### src/rtl/edge_pe_task_buffer_if.sv
// Handshake bundle between the reservation station, the task buffer and the four Edge PEs.
// The buffer uses the slave modport; upstream/PE-side logic (or a bench) uses master.
interface edge_pe_task_buffer_if #(
  parameter int NUM_PE = 4,
  parameter int PKT_W  = 16,
  parameter int DEPTH  = 4
);
  localparam int CW = $clog2(DEPTH) + 1;

  logic [NUM_PE-1:0][PKT_W-1:0] task_packet;
  logic [NUM_PE-1:0]            task_valid;
  logic                         flush;
  logic [NUM_PE-1:0]            pe_idle;
  logic [NUM_PE-1:0]            pe_done;
  logic [NUM_PE-1:0][PKT_W-1:0] pe_packet;
  logic [NUM_PE-1:0]            pe_valid;
  logic [NUM_PE-1:0]            lane_full;
  logic [NUM_PE-1:0][CW-1:0]    lane_count;
  logic                         all_drained;
  logic                         overflow_err;

  modport master (
    output task_packet, task_valid, flush, pe_idle, pe_done,
    input  pe_packet, pe_valid, lane_full, lane_count, all_drained, overflow_err
  );

  modport slave (
    input  task_packet, task_valid, flush, pe_idle, pe_done,
    output pe_packet, pe_valid, lane_full, lane_count, all_drained, overflow_err
  );
endinterface

### src/rtl/edge_pe_task_buffer.sv
// Per-lane task FIFOs feeding four Edge PEs; one task in flight per PE, issue only when the PE is idle.
// Latency: push at t, pop at t+1, pe_valid at t+2; a full lane drops pushes (sticky overflow_err) unless it pops that cycle.
module edge_pe_task_buffer #(
  parameter int NUM_PE = 4,
  parameter int PKT_W  = 16,
  parameter int DEPTH  = 4
) (
  input logic                  clk,
  input logic                  reset,
  edge_pe_task_buffer_if.slave bus
);
  localparam int AW = $clog2(DEPTH);
  localparam int CW = AW + 1;
  localparam logic [CW-1:0] FULL_CNT = CW'(DEPTH);

  logic [PKT_W-1:0]             r_mem      [NUM_PE][DEPTH];
  logic [AW-1:0]                r_wr_ptr   [NUM_PE];
  logic [AW-1:0]                r_rd_ptr   [NUM_PE];
  logic [CW-1:0]                r_count    [NUM_PE];
  logic [NUM_PE-1:0]            r_inflight;
  logic [NUM_PE-1:0]            r_pe_valid;
  logic [NUM_PE-1:0]            r_lane_full;
  logic [NUM_PE-1:0][PKT_W-1:0] r_pe_packet;
  logic                         r_all_drained;
  logic                         r_overflow_err;

  logic [NUM_PE-1:0] w_pop;
  logic [NUM_PE-1:0] w_push;
  logic [NUM_PE-1:0] w_drop;
  logic [NUM_PE-1:0] w_inflight_nxt;
  logic [NUM_PE-1:0] w_full_nxt;
  logic [CW-1:0]     w_count_nxt [NUM_PE];
  logic              w_drained_nxt;

  // A full lane still accepts a push when its head leaves in the same cycle.
  always_comb begin
    w_drained_nxt = 1'b1;
    for (int i = 0; i < NUM_PE; i++) begin
      w_pop[i]  = (r_count[i] != '0) && bus.pe_idle[i] && !r_inflight[i] && !bus.flush;
      w_push[i] = bus.task_valid[i] && !bus.flush && ((r_count[i] != FULL_CNT) || w_pop[i]);
      w_drop[i] = bus.task_valid[i] && !bus.flush && !w_push[i];
      w_count_nxt[i] = bus.flush ? '0 : (r_count[i] + CW'(w_push[i]) - CW'(w_pop[i]));
      w_full_nxt[i]  = (w_count_nxt[i] == FULL_CNT);
      w_inflight_nxt[i] = (r_inflight[i] && !bus.pe_done[i]) || w_pop[i];
      if ((w_count_nxt[i] != '0) || w_inflight_nxt[i]) begin
        w_drained_nxt = 1'b0;
      end
    end
  end

  always_ff @(posedge clk) begin
    if (!reset) begin
      for (int i = 0; i < NUM_PE; i++) begin
        r_wr_ptr[i] <= '0;
        r_rd_ptr[i] <= '0;
        r_count[i]  <= '0;
      end
      r_inflight     <= '0;
      r_pe_valid     <= '0;
      r_lane_full    <= '0;
      r_pe_packet    <= '0;
      r_all_drained  <= 1'b1;
      r_overflow_err <= 1'b0;
    end else begin
      for (int i = 0; i < NUM_PE; i++) begin
        if (bus.flush) begin
          r_wr_ptr[i] <= '0;
          r_rd_ptr[i] <= '0;
        end else begin
          if (w_push[i]) begin
            r_mem[i][r_wr_ptr[i]] <= bus.task_packet[i];
            r_wr_ptr[i]           <= r_wr_ptr[i] + AW'(1);
          end
          if (w_pop[i]) begin
            r_pe_packet[i] <= r_mem[i][r_rd_ptr[i]];
            r_rd_ptr[i]    <= r_rd_ptr[i] + AW'(1);
          end
        end
        r_count[i] <= w_count_nxt[i];
      end
      r_inflight     <= w_inflight_nxt;
      r_pe_valid     <= w_pop;
      r_lane_full    <= w_full_nxt;
      r_all_drained  <= w_drained_nxt;
      r_overflow_err <= r_overflow_err | (|w_drop);
    end
  end

  always_comb begin
    for (int i = 0; i < NUM_PE; i++) begin
      bus.lane_count[i] = r_count[i];
    end
  end

  assign bus.pe_packet    = r_pe_packet;
  assign bus.pe_valid     = r_pe_valid;
  assign bus.lane_full    = r_lane_full;
  assign bus.all_drained  = r_all_drained;
  assign bus.overflow_err = r_overflow_err;
endmodule

### src/flat_wrapper.sv
// flat-port wrapper written by rule: the top's interface ports become plain ports
module edge_pe_task_buffer_flat 
#(
  parameter int NUM_PE = 4,
  parameter int PKT_W  = 16,
  parameter int DEPTH  = 4
)
  (clk, reset, bus_task_packet, bus_task_valid, bus_flush, bus_pe_idle, bus_pe_done, bus_pe_packet, bus_pe_valid, bus_lane_full, bus_lane_count, bus_all_drained, bus_overflow_err);
  edge_pe_task_buffer_if #(.NUM_PE(NUM_PE), .PKT_W(PKT_W), .DEPTH(DEPTH)) bus_i ();
  input logic clk;
  input logic reset;
  input wire logic [$bits(bus_i.task_packet)-1:0] bus_task_packet;
  input wire logic [$bits(bus_i.task_valid)-1:0] bus_task_valid;
  input wire logic [$bits(bus_i.flush)-1:0] bus_flush;
  input wire logic [$bits(bus_i.pe_idle)-1:0] bus_pe_idle;
  input wire logic [$bits(bus_i.pe_done)-1:0] bus_pe_done;
  output wire logic [$bits(bus_i.pe_packet)-1:0] bus_pe_packet;
  output wire logic [$bits(bus_i.pe_valid)-1:0] bus_pe_valid;
  output wire logic [$bits(bus_i.lane_full)-1:0] bus_lane_full;
  output wire logic [$bits(bus_i.lane_count)-1:0] bus_lane_count;
  output wire logic [$bits(bus_i.all_drained)-1:0] bus_all_drained;
  output wire logic [$bits(bus_i.overflow_err)-1:0] bus_overflow_err;
  assign bus_i.task_packet = bus_task_packet;
  assign bus_i.task_valid = bus_task_valid;
  assign bus_i.flush = bus_flush;
  assign bus_i.pe_idle = bus_pe_idle;
  assign bus_i.pe_done = bus_pe_done;
  assign bus_pe_packet = bus_i.pe_packet;
  assign bus_pe_valid = bus_i.pe_valid;
  assign bus_lane_full = bus_i.lane_full;
  assign bus_lane_count = bus_i.lane_count;
  assign bus_all_drained = bus_i.all_drained;
  assign bus_overflow_err = bus_i.overflow_err;
  edge_pe_task_buffer #(.NUM_PE(NUM_PE), .PKT_W(PKT_W), .DEPTH(DEPTH)) u_core (.clk(clk), .reset(reset), .bus(bus_i));
endmodule
### config.mk
export PLATFORM = sky130hd
export DESIGN_NAME = edge_pe_task_buffer_flat
export DESIGN_NICKNAME = d
export VERILOG_FILES = /design/src/rtl/edge_pe_task_buffer_if.sv /design/src/rtl/edge_pe_task_buffer.sv /design/src/flat_wrapper.sv
export SDC_FILE = /design/constraint.sdc
export NUM_CORES = 1
export LEC_CHECK = 0
export BUFFER_PORTS_ARGS = -buffer_cell sky130_fd_sc_hd__buf_4
export CORE_MARGIN = 3
export CORE_UTILIZATION = 40
export DETAILED_ROUTE_END_ITERATION = 8
export SLEW_MARGIN = 40
export SYNTH_ARGS = -nofsm -noshare
export SYNTH_HDL_FRONTEND = slang
export SYNTH_SLANG_ARGS = --single-unit
### constraint.sdc
create_clock -name clk -period 4.06 [get_ports clk]
set_input_delay 1.218 -clock clk [delete_from_list [all_inputs] [get_ports clk]]
set_output_delay 1.218 -clock clk [all_outputs]
set_load 0.02 [all_outputs]
* After elaboration in Yosys (flattened, before gate mapping)
Memories as Yosys holds them, arrays and structs flattened. Cells that the tools add are included.
Cells by class: $add $sub $neg 16, $lt $le $gt $ge 12, equality and inequality tests 8, muxes and demuxes 89, bitwise operators 30, reductions and logical operators 70
Operators with widths (number):
- $mux W64 | 4
- $mux W16 | 12
- $bmux W16 S2 | 4
- $demux W16 S2 | 4
- $mux W1 | 41
- $logic_and A1 B1 Y1 | 32
- $mux W2 | 16
- $ge A3 B3 Y1 const B | 8
- $mux W3 | 8
- $not A2 Y3 | 8
- $reduce_bool A3 Y1 | 8
- $or A1 B1 Y1 | 21
- $add A2 B1 Y2 const B | 8
- $logic_not A1 Y1 | 13
- $add A3 B1 Y3 | 4
- $eq A3 B3 Y1 const B | 4
- $logic_or A1 B1 Y1 | 12
- $lt A3 B1 Y1 const B | 4
- $ne A3 B3 Y1 const B | 4
- $sub A3 B1 Y3 | 4
- $reduce_and A2 Y1 | 4
- $reduce_or A4 Y1 | 1
- $not A1 Y1 | 1
Storage, ports and cells: bits in registers 78, memory bits (writable) 284, input port bits 79, output and inout bits 86, word-level logic and storage cells 238, memories 4
Memory list:
- u_core.r_mem | depth 4, width 64, rd ports 4, clocked after Yosys merged registers in 0, write ports 4, RTL line edge_pe_task_buffer.sv:16 | logic [PKT_W-1:0] r_mem [NUM_PE][DEPTH];
- u_core.r_count | depth 4, width 3, rd ports 4, clocked after Yosys merged registers in 0, write ports 4, RTL line edge_pe_task_buffer.sv:19 | logic [CW-1:0] r_count [NUM_PE];
- u_core.r_rd_ptr | depth 4, width 2, rd ports 4, clocked after Yosys merged registers in 0, write ports 4, RTL line edge_pe_task_buffer.sv:18 | logic [AW-1:0] r_rd_ptr [NUM_PE];
- u_core.r_wr_ptr | depth 4, width 2, rd ports 4, clocked after Yosys merged registers in 0, write ports 4, RTL line edge_pe_task_buffer.sv:17 | logic [AW-1:0] r_wr_ptr [NUM_PE];

* Logic depth before layout (Yosys ltp)
Gate-level depths: netlist of run 1.
depth in word-level cells 15, depth in mapped cells 14, mapped depth without buffers 12

* Least setup slack after synthesis of run 1
No wires, ideal clock.
path type in2reg, from in bus_flush, to reg u_core.r_all_drained (netlist: u_core.bus.all_drained), library setup time 0.096 ns, data arrival time 3.845 ns, required time 3.964 ns, slack 0.119 ns, stages on the path 14, buffers on the path 2, cells stage by stage nor3b_1 o31ai_4 inv_2 buf_2 buf_2 ha_1 inv_1 ha_1 inv_1 fa_1 nor2b_1 and2_1 a41oi_1 o41ai_2
Between the ends: elaborated cells on any way between the ends 45, those cells by class add/sub (8); mux (8); reduce/logical (29)
RTL lines:
- start: declaration | RTL line flat_wrapper.sv:14 | input wire logic [$bits(bus_i.flush)-1:0] bus_flush;
- $logic_not A1 Y1 * | RTL line edge_pe_task_buffer.sv:39 | w_pop[i] = (r_count[i] != '0) && bus.pe_idle[i] && !r_inflight[i] && !bus.flush;
- $logic_and A1 B1 Y1 * | RTL line edge_pe_task_buffer.sv:39
- via u_core.w_pop[2] | RTL line edge_pe_task_buffer.sv:27 | logic [NUM_PE-1:0] w_pop;
- $logic_or A1 B1 Y1 | RTL line edge_pe_task_buffer.sv:40 | w_push[i] = bus.task_valid[i] && !bus.flush && ((r_count[i] != FULL_CNT) || w_pop[i]);
- $logic_and A1 B1 Y1 | RTL line edge_pe_task_buffer.sv:40
- $add A3 B1 Y3 | RTL line edge_pe_task_buffer.sv:42 | w_count_nxt[i] = bus.flush ? '0 : (r_count[i] + CW'(w_push[i]) - CW'(w_pop[i]));
- $sub A3 B1 Y3 | RTL line edge_pe_task_buffer.sv:42
- $mux W3 | RTL line edge_pe_task_buffer.sv:42
- $reduce_bool A3 Y1 | RTL line edge_pe_task_buffer.sv:45 | if ((w_count_nxt[i] != '0) || w_inflight_nxt[i]) begin
- $logic_or A1 B1 Y1 * | RTL line edge_pe_task_buffer.sv:45
- $mux W1 * (2 in a row) | RTL line edge_pe_task_buffer.sv:45
- end signal: assignment | RTL line edge_pe_task_buffer.sv:84 | r_all_drained <= w_drained_nxt;
- end: declaration | RTL line edge_pe_task_buffer.sv:24 | logic r_all_drained;
The timed path passes the listed nets; every way through them passes the cells marked *. A chain may end at the register's enable or synchronous reset.

* Worst setup path in the final report of run 1
from in bus_flush, to reg u_core.r_all_drained (netlist: u_core.bus.all_drained)
Between the ends: longest elaborated chain between the ends 13, elaborated cells on any way between the ends 45, those cells by class add/sub (8); mux (8); reduce/logical (29)
Ends and longest elaborated chain (RTL line):
- $logic_not A1 Y1 | edge_pe_task_buffer.sv:39, edge_pe_task_buffer.sv:40
- $logic_and A1 B1 Y1 | edge_pe_task_buffer.sv:39
- $logic_or A1 B1 Y1 | edge_pe_task_buffer.sv:40
- $logic_and A1 B1 Y1 | edge_pe_task_buffer.sv:40
- $add A3 B1 Y3 | edge_pe_task_buffer.sv:42
- $sub A3 B1 Y3 | edge_pe_task_buffer.sv:42
- $mux W3 | edge_pe_task_buffer.sv:42
- $reduce_bool A3 Y1 | edge_pe_task_buffer.sv:45
- $logic_or A1 B1 Y1 | edge_pe_task_buffer.sv:45
- $mux W1 (3 in a row) | edge_pe_task_buffer.sv:45
- $mux W1 * | edge_pe_task_buffer.sv:45
Mark *: on every way between the ends. The rest lies on a longest branch, timed or not.

==> summary.txt, run 1 <==
post-synthesis cell count: 842
final hold vios: 0
WHS Endpoint: u_core.bus.pe_packet[26]
register area share after synthesis: 72.1%
Worst setup EP type: flip-flop
Main synth FF type: edfxtp_1
Mapped Area: 13800 um2
first-pass GRT wire length: 44600 um
grt met1 use: 20.5%
largest net degree at the start of global routing: 49
Pre-antenna DRT Iters: 4
post-synthesis net count: 949
Synth top cells by count: 272 x edfxtp_1, 140 x nand2_1, 90 x dfxtp_1
clk sinks: 362
1st-iter DRT viols: 349
antenna cells: 0
reg-to-reg startpoint: u_core.r_inflight[2]
vias: 7498
WP data required: 4.47 ns
Synth Register Bits: 362
Most Crowded Layer GR: met2
vias in the first global route: 7751
f_max: 290 MHz
Crit Reg-Reg Endpoint: u_core.bus.all_drained
wire per inst: 19.0 um
Hold Crit Class: flip-flop to flip-flop
Layout Cells excl Fill: 1524
slew margin rel.: 53.8%
chip width: 192 um
top-level port count: 165
P&R area growth vs syn: 23.2%
share of cells above drive strength 1: 30.9%
Worst Tran Pin Value: 0.684 ns
Hold WS: 0.456 ns
Resize count post-CTS: 0
share of flip-flops with an asynchronous set or reset: 0%
gp weighted congestion: 0.748
GRT Util Overall: 15.8%
Critical Path AT: 3.87 ns
setup TNS: 0 ns
DRC: 0
status: finished clean
clk slew on worst S/H paths: 0.06 ns
GRT met3 Usage: 4.00%
post-DR vias/cell: 4.92
layout net count: 1153
Hold Path Depth: 2
CP Max Fanout: 8
Cell Area, Placed: 15800 um2
Peak supply drop: 0.359 mV
cell taking the most area after synthesis: edfxtp_1
Area contributors post-synth: edfxtp_1 59%, dfxtp_1 13%, mux4_2 10%
number of synthesized flops with an enable pin: 272
total of max-cap violations: 0
placed cells: 1450
Synth Warn #: 0
Port Buffers: 164
CTS Buf Count: 39
Die Y: 192 um
Avg Cell Area, Syn: 16.4 um2
Design Area, Final: 17000 um2
CTS tree: yes
worst r2r path cells: 12
FP Rows: 67
most instantiated library cell after synthesis: edfxtp_1
Clock Skew: 0.0153 ns
share of the synthesized area in the top cell type: 59.1%
Final Setup Violations: 0
post-synth cell types: 30
r2r setup slk: 1.21 ns
clock tree root driver cell: clkbuf_16
power density cells: 468 nW/um2
worst hold start: u_core.bus.pe_packet[26]
crit path from: bus_flush
CP startpoint kind: input pin
initial core utilization: 40.9%
CP Class: input pin to flip-flop
met2 Use GR: 26.9%
Pins Over Slew Limit: 0
postcts setup bufs: 0
Core ar.: 33800 um2
Final period util: 85.1%
clock latency at the later pin of the worst-skew pair: 0.51 ns
H-tree levels: 2
routed wire length: 29000 um
Total Power: 0.00797 W
crit path time final: 3.45 ns
total grt overflow: 0
Hold Buf Count CTS: 0
initial antenna violation count: 0
Final HPWL DP: 18800 um
Fillers: 2854
leakage: 6.02 nW
die area: 36800 um2
RSZ-0062 raised after global routing: false
Antenna Nets Post-Route: 0
buffer depth of the longest clock path: 3
## placed cells by master, fill, tap and decap left out, types with 2 or more instances in the layout
cell       synthesis  routed
clkinv_2           0       5
clkbuf_16          0      41
dfxtp_1           90      90
clkinv_1           0       5
ha_1              24      24
nand2b_1           3       3
a21boi_1           6       6
xor2_1             2       2
buf_6              0       7
a41oi_1            2       2
nand2_1          140     140
nor2b_1            6       6
edfxtp_1         272     272
fa_1               4       4
nor2_1            22      22
clkbuf_1          24      13
xnor2_1           10      10
or4_1              5       5
buf_4              0     195
nor3b_1            6       6
a21boi_0          60      60
o31ai_4            2       2
mux4_2            64      64
bufinv_16          0       3
o41ai_1            4       4
and2_2             0       4
and2_1            27      23
inv_6              0       2
inv_1             29      29
o21a_1             7       7
o21ai_0            4       4
inv_2              4       4
o31ai_2            0       2
o211ai_1           2       2
nor3_1             4       4
## worst max-delay path by stage
stage / end / slack (ns) / cells past startpoint
6_report: u_core.bus.all_drained / 0.61 / 13
5_1_grt: u_core.bus.all_drained / 0.45 / 13
3_3_place_gp: u_core.bus.all_drained / 0.20 / 13
3_5_place_dp: u_core.bus.all_drained / 0.11 / 13
2_1_floorplan: u_core.bus.all_drained / 0.12 / 14
4_1_cts: u_core.bus.all_drained / 0.64 / 13
## cells by family (layout without fill, tap and decap cells)
group / count (synthesis) / in the layout / synth area share [%]
fa+ha+maj: 28 / 28 / 2.75
flops: 362 / 362 / 72.1
buf+inv: 73 / 307 / 2.09
xor+xnor: 12 / 12 / 0.760
mux: 64 / 64 / 10.4
simple gates: 213 / 213 / 6.77
compound gates: 90 / 90 / 5.13
## through the flow
stage	util, %	setup slack (ns)
final	50.4	0.606
after global routing	50.4	0.446
after floorplan	-	0.119
after CTS	50.3	0.638
after global placement	46.5	0.205
after detailed placement	46.7	0.114
## worst max-delay path, stage by stage
cell	delay, ns
buf_4	0.16
nor3b_1	0.49
o31ai_4	0.15
inv_2	0.08
ha_1	0.22
inv_1	0.05
ha_1	0.13
inv_1	0.05
fa_1	0.49
nor2b_1	0.21
and2_1	0.15
a41oi_1	0.13
o41ai_2	0.32
## routing by layer
metal / up-vias / wire length (um)
li1: 3526 / -
met1: 3751 / 12400
met2: 178 / 14200
met3: 43 / 1820
met4: 0 / 534
met5: - / 0
## area by class of cell
cell class                      count  area (um2)  area share (%)
Clock buffer                       54        1070            6.31
Clock inverter                     17         168           0.984
Inverter                           33         124           0.727
Multi-Input combinational cell    407        3590            21.0
Sequential cell                   362        9970            58.5
Tap cell                          448         561            3.29
Timing Repair Buffer              203        1560            9.14
## report_power, final
group          internal (W)  switching [W]
combinational      0.000218       0.000227
sequential          0.00405      0.0000441
clock               0.00205        0.00138
## sequential cells by signal, summed over array words and instances, names as in the netlist
register,count
u_core.r_wr_ptr,8
u_core.bus.all_drained,1
u_core.r_mem,256
u_core.bus.pe_valid,4
u_core.r_rd_ptr,8
u_core.bus.pe_packet,64
u_core.r_inflight,4
u_core.bus.lane_full,4
u_core.bus.overflow_err,1
u_core.r_count,12
No activity file was read; power rests on OpenSTA's default activity.
==> inputs of run 2 (changes only) <==
- CORE_UTILIZATION: 40 -> 52
- MAX_ROUTING_LAYER: unset -> met4
- PLACE_DENSITY: unset -> 0.75
==> summary.txt, run 2 (synthesis gave the netlist of run 1 again) <==
top-level port count: 165
CTS tree: yes
Hold Buf Count CTS: 0
power density cells: 480 nW/um2
total of max-cap violations: 0
die area: 28600 um2
CP Capture Point: u_core.bus.all_drained
final hold vios: 0
buffer depth of the longest clock path: 3
r2r setup slk: 1.18 ns
leakage: 6.07 nW
postcts setup bufs: 0
Fillers: 1868
reg-to-reg startpoint: u_core.r_inflight[2]
routed wire length: 27300 um
RSZ-0062 raised after global routing: false
worst r2r path cells: 12
FP Rows: 59
Core ar.: 26100 um2
Worst setup EP type: flip-flop
largest stage delay on the critical path: 0.53 ns
clock latency at the later pin of the worst-skew pair: 0.51 ns
Die Y: 169 um
CP Max Fanout: 11
initial antenna violation count: 0
vias in the first global route: 7747
WP data required: 4.47 ns
Critical Path AT: 3.90 ns
Crit Reg-Reg Endpoint: u_core.bus.all_drained
antenna cells: 0
H-tree levels: 2
gp weighted congestion: 0.825
CP bufs+invs: 4
total grt overflow: 0
largest net degree at the start of global routing: 56
max reg flops: 256
f_max: 287 MHz
post-DR vias/cell: 5.30
initial core utilization: 52.9%
setup TNS: 0 ns
crit path cell chain: buf_4 > nor3b_1 > o31ai_4 > inv_2 > ha_1 > inv_1 > ha_1 > inv_1 > fa_1 > nor2b_1 > and2_1 > a41oi_1 > o41ai_2
most common cell after layout, fill and taps aside: edfxtp_1
CP Class: input pin to flip-flop
share of cells above drive strength 1: 31.3%
Final Setup Violations: 0
cell depth of the worst setup path: 13
Resize count post-CTS: 0
CTS Buf Count: 38
utilization after layout: 65.0%
wire per inst: 19.4 um
Slowest cell on crit path: nor3b_1
1st-iter DRT viols: 402
crit path time final: 3.49 ns
DRC: 0
Final HPWL DP: 17700 um
Layout Cells excl Fill: 1407
Worst Tran Pin Value: 0.823 ns
Port Buffers: 164
GRT Util Overall: 19.8%
crit path from: bus_flush
chip width: 169 um
P&R area growth vs syn: 22.8%
placed cells: 1335
Clock Skew: 0.00996 ns
clk slew on worst S/H paths: 0.06 ns
first-pass GRT wire length: 42500 um
CP startpoint kind: input pin
status: finished clean
Peak supply drop: 0.381 mV
clk sinks: 362
clock tree root driver cell: clkbuf_16
vias: 7462
worst setup margin: 0.572 ns
slew margin rel.: 45.1%
Total Power: 0.00815 W
commonest cells after routing, fill and taps aside: 272 x edfxtp_1, 198 x buf_4, 140 x nand2_1, 90 x dfxtp_1, 64 x mux4_2
Final period util: 85.9%
Pins Over Slew Limit: 0
CP top delay family: simple AND/OR/NAND/NOR gates
Pre-antenna DRT Iters: 5
Hold Crit Class: flip-flop to flip-flop
dpl ws: 0.105 ns
Antenna Nets Post-Route: 0
layout net count: 1149
==> run 2: power breakdown <==
| part | leakage [nW] | switching [W] | total, W | internal (W) |
|---|---|---|---|---|
| Clock | 0.670 | 0.00134 | 0.00363 | 0.00228 |
| Combinational | 2.18 | 0.000223 | 0.000436 | 0.000213 |
| Sequential | 3.22 | 0.0000452 | 0.00409 | 0.00405 |
==> run 2: area by class of cell <==
type	count	area (um2)	area share (%)
Tap cell	335	419	2.47
Timing Repair Buffer	200	1520	8.93
Multi-Input combinational cell	407	3600	21.2
Clock inverter	19	224	1.32
Inverter	33	124	0.729
Clock buffer	51	1130	6.67
Sequential cell	362	9970	58.7
==> run 2: stage by stage <==
stage          instance area, um2  hold WS, ns
2_1_floorplan               13800        0.472
3_3_place_gp                15600        0.446
3_5_place_dp                15600        0.452
4_1_cts                     17000        0.461
5_1_grt                     17000        0.482
6_report                    17000        0.458
==> run 2: worst min-delay path by stage <==
stage,from,endpoint,slack [ns],cells after the start
6_report,u_core.bus.pe_packet[29],u_core.bus.pe_packet[29],0.46,2
2_1_floorplan,u_core.r_inflight[3],u_core.r_inflight[3],0.47,2
4_1_cts,u_core.bus.pe_packet[29],u_core.bus.pe_packet[29],0.46,2
3_3_place_gp,u_core.bus.pe_packet[27],u_core.bus.pe_packet[27],0.45,2
5_1_grt,u_core.bus.overflow_err,u_core.bus.overflow_err,0.48,1
3_5_place_dp,u_core.bus.pe_packet[29],u_core.bus.pe_packet[29],0.45,2
==> run 2: layer usage <==
metal | vias up | GRT usage [%] | part of all wire [%]
met5 | - | - | 0
met3 | 44 | 4.93 | 6.3
met4 | 0 | 5.87 | 2.3
met1 | 3700 | 24.4 | 41
met2 | 201 | 33.0 | 51
li1 | 3517 | - | -
==> run 2: worst reg2reg max path: cells and delay by family, from the launching register on <==
| kind | cells | cell delay (ns) |
|---|---|---|
| simple gates | 3 | 0.86 |
| compound gates | 3 | 0.60 |
| flops | 1 | 0.31 |
| buf+inv | 3 | 0.20 |
| fa+ha+maj | 3 | 0.84 |
